`config.mk`:
```
export PLATFORM = sky130hd
export DESIGN_NAME = uart_mmio_bridge
export DESIGN_NICKNAME = d
export VERILOG_FILES = /design/src/rtl/uart_mmio_bridge.sv
export SDC_FILE = /design/constraint.sdc
export NUM_CORES = 1
export LEC_CHECK = 0
export BUFFER_PORTS_ARGS = -buffer_cell sky130_fd_sc_hd__buf_4
export CAP_MARGIN = 40
export CORE_MARGIN = 2
export CORE_UTILIZATION = 34
export DETAILED_ROUTE_END_ITERATION = 6
export SLEW_MARGIN = 30
export SYNTH_ARGS = -nofsm -noshare
export SYNTH_HDL_FRONTEND = slang
export SYNTH_SLANG_ARGS = --single-unit
```
`constraint.sdc`:
```
create_clock -name clk -period 5.85 [get_ports clk]
set_input_delay 0.2925 -clock clk [delete_from_list [all_inputs] [get_ports clk]]
set_output_delay 0.2925 -clock clk [all_outputs]
set_load 0.01 [all_outputs]
```
`src/rtl/uart_mmio_bridge.sv`:
```
// uart_mmio_bridge: memory-mapped slave that couples the CPU data port to a
// UART byte-stream handshake. RX and TX bytes are buffered in small FIFOs;
// status, data and a free-running cycle counter are exposed in a 32-byte window.
module uart_mmio_bridge #(
  parameter int          FIFO_DEPTH = 8,
  parameter logic [31:0] BASE_ADDR  = 32'h8000_0000
) (
  input  logic        clk,
  input  logic        rst,
  input  logic [31:0] addr,
  input  logic [3:0]  we,
  input  logic        re,
  input  logic [31:0] din,
  input  logic        stall,
  output logic [31:0] dout,
  output logic        hit,
  output logic [7:0]  tx_data,
  output logic        tx_valid,
  input  logic        tx_ready,
  input  logic [7:0]  rx_data,
  input  logic        rx_valid,
  output logic        rx_ready
);

  localparam int PW = $clog2(FIFO_DEPTH);
  localparam int CW = PW + 1;
  localparam logic [CW-1:0] FULL_CNT = CW'(FIFO_DEPTH);

  localparam logic [2:0] OFF_RX_CTRL = 3'd0;
  localparam logic [2:0] OFF_RX_DATA = 3'd1;
  localparam logic [2:0] OFF_TX_CTRL = 3'd2;
  localparam logic [2:0] OFF_TX_DATA = 3'd3;
  localparam logic [2:0] OFF_CYCLE   = 3'd4;
  localparam logic [2:0] OFF_STATUS  = 3'd5;

  logic [7:0]    rx_mem [FIFO_DEPTH];
  logic [7:0]    tx_mem [FIFO_DEPTH];
  logic [PW-1:0] rx_rd_ptr, rx_wr_ptr, tx_rd_ptr, tx_wr_ptr;
  logic [CW-1:0] rx_count, tx_count;
  logic [31:0]   cycle_cnt;
  logic          ovf;

  logic          win;
  logic [2:0]    off;
  logic          rd_acc, wr_acc;
  logic          rx_push, rx_pop;
  logic          tx_push_req, tx_push, tx_pop, tx_drop;
  logic          cycle_wr, status_wr;
  logic [31:0]   rdata;
  logic          unused_bits;

  // Only the word offset and the low data byte carry meaning.
  assign unused_bits = ^{addr[1:0], din[31:8]};

  // Request qualification and FIFO handshake decode.
  always_comb begin
    win         = (addr[31:5] == BASE_ADDR[31:5]);
    off         = addr[4:2];
    rd_acc      = re & ~stall & win;
    wr_acc      = (|we) & ~stall & win;
    rx_ready    = ~rst & (rx_count != FULL_CNT);
    tx_valid    = ~rst & (tx_count != '0);
    tx_data     = tx_mem[tx_rd_ptr];
    rx_push     = rx_valid & rx_ready;
    rx_pop      = rd_acc & (off == OFF_RX_DATA) & (rx_count != '0);
    tx_pop      = tx_valid & tx_ready;
    tx_push_req = wr_acc & (off == OFF_TX_DATA);
    // A full TX FIFO still takes the byte when the UART drains one this cycle.
    tx_push     = tx_push_req & ((tx_count != FULL_CNT) | tx_pop);
    tx_drop     = tx_push_req & ~tx_push;
    cycle_wr    = wr_acc & (off == OFF_CYCLE);
    status_wr   = wr_acc & (off == OFF_STATUS);
  end

  // Register read mux; values are the pre-write state of this cycle.
  always_comb begin
    rdata = '0;
    case (off)
      OFF_RX_CTRL: rdata = {31'b0, rx_count != '0};
      OFF_RX_DATA: rdata = (rx_count != '0) ? {24'b0, rx_mem[rx_rd_ptr]} : 32'b0;
      OFF_TX_CTRL: rdata = {31'b0, tx_count != FULL_CNT};
      OFF_CYCLE:   rdata = cycle_cnt;
      OFF_STATUS:  rdata = {ovf, 15'b0, 8'(tx_count), 8'(rx_count)};
      default:     rdata = '0;
    endcase
  end

  // FIFO storage; stale entries are harmless because counts gate every use.
  always_ff @(posedge clk) begin
    if (rx_push) rx_mem[rx_wr_ptr] <= rx_data;
    if (tx_push) tx_mem[tx_wr_ptr] <= din[7:0];
  end

  // RX pointers and occupancy.
  always_ff @(posedge clk) begin
    if (rst) begin
      rx_rd_ptr <= '0;
      rx_wr_ptr <= '0;
      rx_count  <= '0;
    end else begin
      if (rx_push) rx_wr_ptr <= rx_wr_ptr + PW'(1);
      if (rx_pop)  rx_rd_ptr <= rx_rd_ptr + PW'(1);
      case ({rx_push, rx_pop})
        2'b10:   rx_count <= rx_count + CW'(1);
        2'b01:   rx_count <= rx_count - CW'(1);
        default: rx_count <= rx_count;
      endcase
    end
  end

  // TX pointers and occupancy.
  always_ff @(posedge clk) begin
    if (rst) begin
      tx_rd_ptr <= '0;
      tx_wr_ptr <= '0;
      tx_count  <= '0;
    end else begin
      if (tx_push) tx_wr_ptr <= tx_wr_ptr + PW'(1);
      if (tx_pop)  tx_rd_ptr <= tx_rd_ptr + PW'(1);
      case ({tx_push, tx_pop})
        2'b10:   tx_count <= tx_count + CW'(1);
        2'b01:   tx_count <= tx_count - CW'(1);
        default: tx_count <= tx_count;
      endcase
    end
  end

  // Read data/hit capture, cycle counter and sticky overflow flag.
  always_ff @(posedge clk) begin
    if (rst) begin
      dout      <= '0;
      hit       <= 1'b0;
      cycle_cnt <= '0;
      ovf       <= 1'b0;
    end else begin
      if (re & ~stall) begin
        dout <= win ? rdata : 32'b0;
        hit  <= win;
      end
      cycle_cnt <= cycle_wr ? 32'b0 : cycle_cnt + 32'd1;
      if (tx_drop)        ovf <= 1'b1;
      else if (status_wr) ovf <= 1'b0;
    end
  end

endmodule

```
==> reports/qor.csv <==
metric;value;unit
outcome;complete, no violations;
post-layout-total-power;3.23;mW
kind_of_path_behind_the_tightest_hold_check;in -> reg;
cts.path.max_buffers;3;
worst-path-buf-inv;0;
layout_common_cells;sky130_fd_sc_hd__edfxtp_1 (128), sky130_fd_sc_hd__buf_4 (116), sky130_fd_sc_hd__nor2_1 (94), sky130_fd_sc_hd__dfxtp_1 (92), sky130_fd_sc_hd__mux4_2 (32);
final_core_utilization;42.3;%
fillers;2397;
core.rowCount;59;
synth-edff-count;128;
p_int;2.57;mW
grt.busiest_layer;met2;
worstSetupStartpoint;tx_count[0]$_SDFFE_PP0P_;
placer_s_final_routability_congestion_estimate;0.732;
leakage;3.77;nW
grt_antenna_before_repair;1;
design.die.area;27800;µm²
finish.net_count;877;
port_buffers;98;
route.detailed.vias_per_inst;4.94;
setup.worst_path.start_class;register;
tritoncts;built;
dpl_cell_area;10200;µm²
worst_pin_slew;0.860;ns
layout.cells.most_common;sky130_fd_sc_hd__edfxtp_1;
grt_remaining_overflow;0;
fin_crit;3.00;ns
yosysTopAreaCell;sky130_fd_sc_hd__edfxtp_1;
pwr-share-comb;2.9;%
worst_ep_required_time;6.29;ns
worstHoldStart;din[3];
grt_setup_unrepaired;no;
cts-hold-fix-buffers;3;
design.core.area;26100;µm²
holdWs;0.0160;ns
ir_drop;0.312;mV
power.density;292;nW/µm²
clock_latency_late_sink;0.51;ns
post_synth_instance_area;9020;µm²
reg2reg_depth;11;
timing.final.max_slew_violations;0;
setup.worst_path.class;reg -> reg;
ant_nets;0;
chipHeight;167;µm
die_width;167;µm
timing.clock.skew;0.0137;ns
critical-path-max-stage-delay;0.53;ns
layout-drive-gt1-share;27.0;%
num_antenna_cells;0;
htree_num_levels;1;
tritoncts_num_sinks;220;
hold_violations;0;
cap_viol_max_count;0;
synth_sequential_area_ratio;63.0;%
clk_root_buffer_cell;sky130_fd_sc_hd__clkbuf_16;
clkSlewWorstSetupHoldPaths;0.06;ns
critical_path_peak_fanout;7;
track_usage;13.8;%
ys_ff_latch;220;
power_switching_share;20.4;%
netlist-cell-type-count;56;
synth_async_sr_flop_share;0;%
ff_to_ff_setup_slack;2.85;ns
cts_setup_buffers;0;
path_cells;nor4_1 -> nor3b_2 -> or2_1 -> nand2_1 -> ha_1 -> ha_1 -> a21o_1 -> a21oi_1 -> xnor2_1 -> or3_1 -> a21oi_1;
first_global_vias;5593;
fmaxAchievable;0.333;GHz
wirelength;19500;µm
cts_resized;0;
fin_crit_sh;51.3;%
switchingPower;0.657;mW
drtPass1Iterations;4;
start_util;34.6;%
synth_warnings;0;
totalNegativeSetupSlack;0;ns
area_growth;22.3;%
vias;5612;
max_slew_margin;42.5;%
top_level_ports;125;
met3_track_demand_over_resource;2.71;%
detail_route.iter0.violations;325;
synth_top_cell_area_share;42.6;%
worst_ep_arrival_time;3.44;ns
worstSetupEndpointType;register;
post_drt_wl_per_cell;17.2;µm
finish.instance_area;11000;µm²
use_met1;18.5;%
clockPowerShare;45.9;%
synth_flop_cell;sky130_fd_sc_hd__edfxtp_1;
place_hpwl;12900;µm
met2_usage;22.9;%
synth_fp_nets;763;
synth.avg_cell_area;13.5;µm²
whs_path_depth;1;
synth_top_cells_by_area;sky130_fd_sc_hd__edfxtp_1 (43%), sky130_fd_sc_hd__dfxtp_1 (20%), sky130_fd_sc_hd__mux4_2 (8.0%);
grt_start_max_net_pins;62;
worstSetupPathDepth;11;
route.detailed.drc;0;
setup-violations-final;0;
wire_length_of_the_first_global_routing_pass;30700;µm
critical-path-slowest-cell;sky130_fd_sc_hd__nor4_1;
cts_made_buffers;24;
synthCells;669;
sequentialPowerShare;51.2;%
reg2reg_from;tx_count[0]$_SDFFE_PP0P_;
critical-path-top-delay-family;simple AND/OR/NAND/NOR gates;
-- path summary, 6_finish.rpt --
path	endpoint
setup / recovery	tx_count[3]$_SDFFE_PP0P_
hold / removal	tx_mem[4][3]$_DFFE_PP_
setup reg to reg	tx_count[3]$_SDFFE_PP0P_
hold reg to reg	dout[0]$_SDFFE_PP0N_
-- synth_stat cells (4+ instances only) --
cell and number:
sky130_fd_sc_hd__edfxtp_1 128, sky130_fd_sc_hd__nor2_1 94, sky130_fd_sc_hd__dfxtp_1 92, sky130_fd_sc_hd__mux4_2 32, sky130_fd_sc_hd__a22oi_1 28, sky130_fd_sc_hd__xnor2_1 26, sky130_fd_sc_hd__nand2_1 25, sky130_fd_sc_hd__a21oi_1 19
sky130_fd_sc_hd__clkbuf_1 18, sky130_fd_sc_hd__nand3_1 18, sky130_fd_sc_hd__nor3_1 16, sky130_fd_sc_hd__xor2_1 15, sky130_fd_sc_hd__nor4_1 14, sky130_fd_sc_hd__ha_1 11, sky130_fd_sc_hd__inv_1 10, sky130_fd_sc_hd__mux2i_1 10
sky130_fd_sc_hd__buf_1 9, sky130_fd_sc_hd__mux2_2 9, sky130_fd_sc_hd__nand4_1 8, sky130_fd_sc_hd__nand2b_1 7, sky130_fd_sc_hd__and3_1 6, sky130_fd_sc_hd__o21ai_0 6, sky130_fd_sc_hd__a22o_1 5, sky130_fd_sc_hd__nor4_2 5
sky130_fd_sc_hd__o21ai_1 5, sky130_fd_sc_hd__or3_1 5, sky130_fd_sc_hd__buf_2 4
-- power by group through the flow --
| stage | Combinational (mW) | Sequential, mW | Clock (mW) |
|---|---|---|---|
| CTS | 0.0937 | 1.65 | 1.51 |
| detailed placement | 0.0919 | 1.69 | 0 |
| global route | 0.103 | 1.65 | 1.58 |
| global placement | 0.0896 | 1.68 | 0 |
| floorplan | 0.0380 | 1.68 | 0 |
| finish | 0.0933 | 1.65 | 1.48 |
-- flip-flops by register name (all words and copies together), names as in the netlist, 3 cells and up, named ones only --
signal	flops
dout	32
rx_mem	64
tx_rd_ptr	3
tx_count	4
rx_rd_ptr	3
rx_wr_ptr	3
tx_mem	64
rx_count	4
cycle_cnt	32
tx_wr_ptr	3
-- kinds of logic (layout without fill, tap and decap cells) --
logic type               Yosys count  count (layout)  share of synthesized area [%]
AND/OR/NAND/NOR                  224             224                           13.2
multiplexers                      51              51                           10.2
AO/OA/AOI/OAI                     78              78                           5.88
buffers and inverters             43             174                           1.97
XOR/XNOR                          41              41                           3.98
adder cells (fa/ha/maj)           12              12                           1.75
flip-flops                       220             220                           63.0
-- metrics by stage --
stage	std cells	worst slack, ns
2_1_floorplan	669	3.24
3_3_place_gp	1078	2.72
3_5_place_dp	1083	2.65
4_1_cts	1129	2.85
5_1_grt	1135	2.63
6_report	1135	2.85
-- metal layers --
layer,up-vias,part of all wire [%]
met5,-,0.046
met4,2,2.0
met3,36,4.3
met2,103,48
met1,2721,46
li1,2750,-
-- final cells by class --
cell class | instances | area, µm² | share of cell area [%]
well taps | 335 | 419 | 3.80
repair buffers | 121 | 927 | 8.40
flip-flops and latches | 220 | 5690 | 51.5
inverters | 10 | 37.5 | 0.340
clock inverters | 13 | 123 | 1.11
multi-input cells | 406 | 3190 | 28.9
clock buffers | 30 | 654 | 5.93
-- worst register-to-register path: stages, from the launching register on --
cell	delay [ns]
sky130_fd_sc_hd__dfxtp_1	0.36
sky130_fd_sc_hd__nor4_1	0.53
sky130_fd_sc_hd__nor3b_2	0.19
sky130_fd_sc_hd__or2_1	0.32
sky130_fd_sc_hd__nand2_1	0.18
sky130_fd_sc_hd__ha_1	0.22
sky130_fd_sc_hd__ha_1	0.25
sky130_fd_sc_hd__a21o_1	0.17
sky130_fd_sc_hd__a21oi_1	0.18
sky130_fd_sc_hd__xnor2_1	0.09
sky130_fd_sc_hd__or3_1	0.30
sky130_fd_sc_hd__a21oi_1	0.13
No activity file was read; power rests on OpenSTA's default activity.
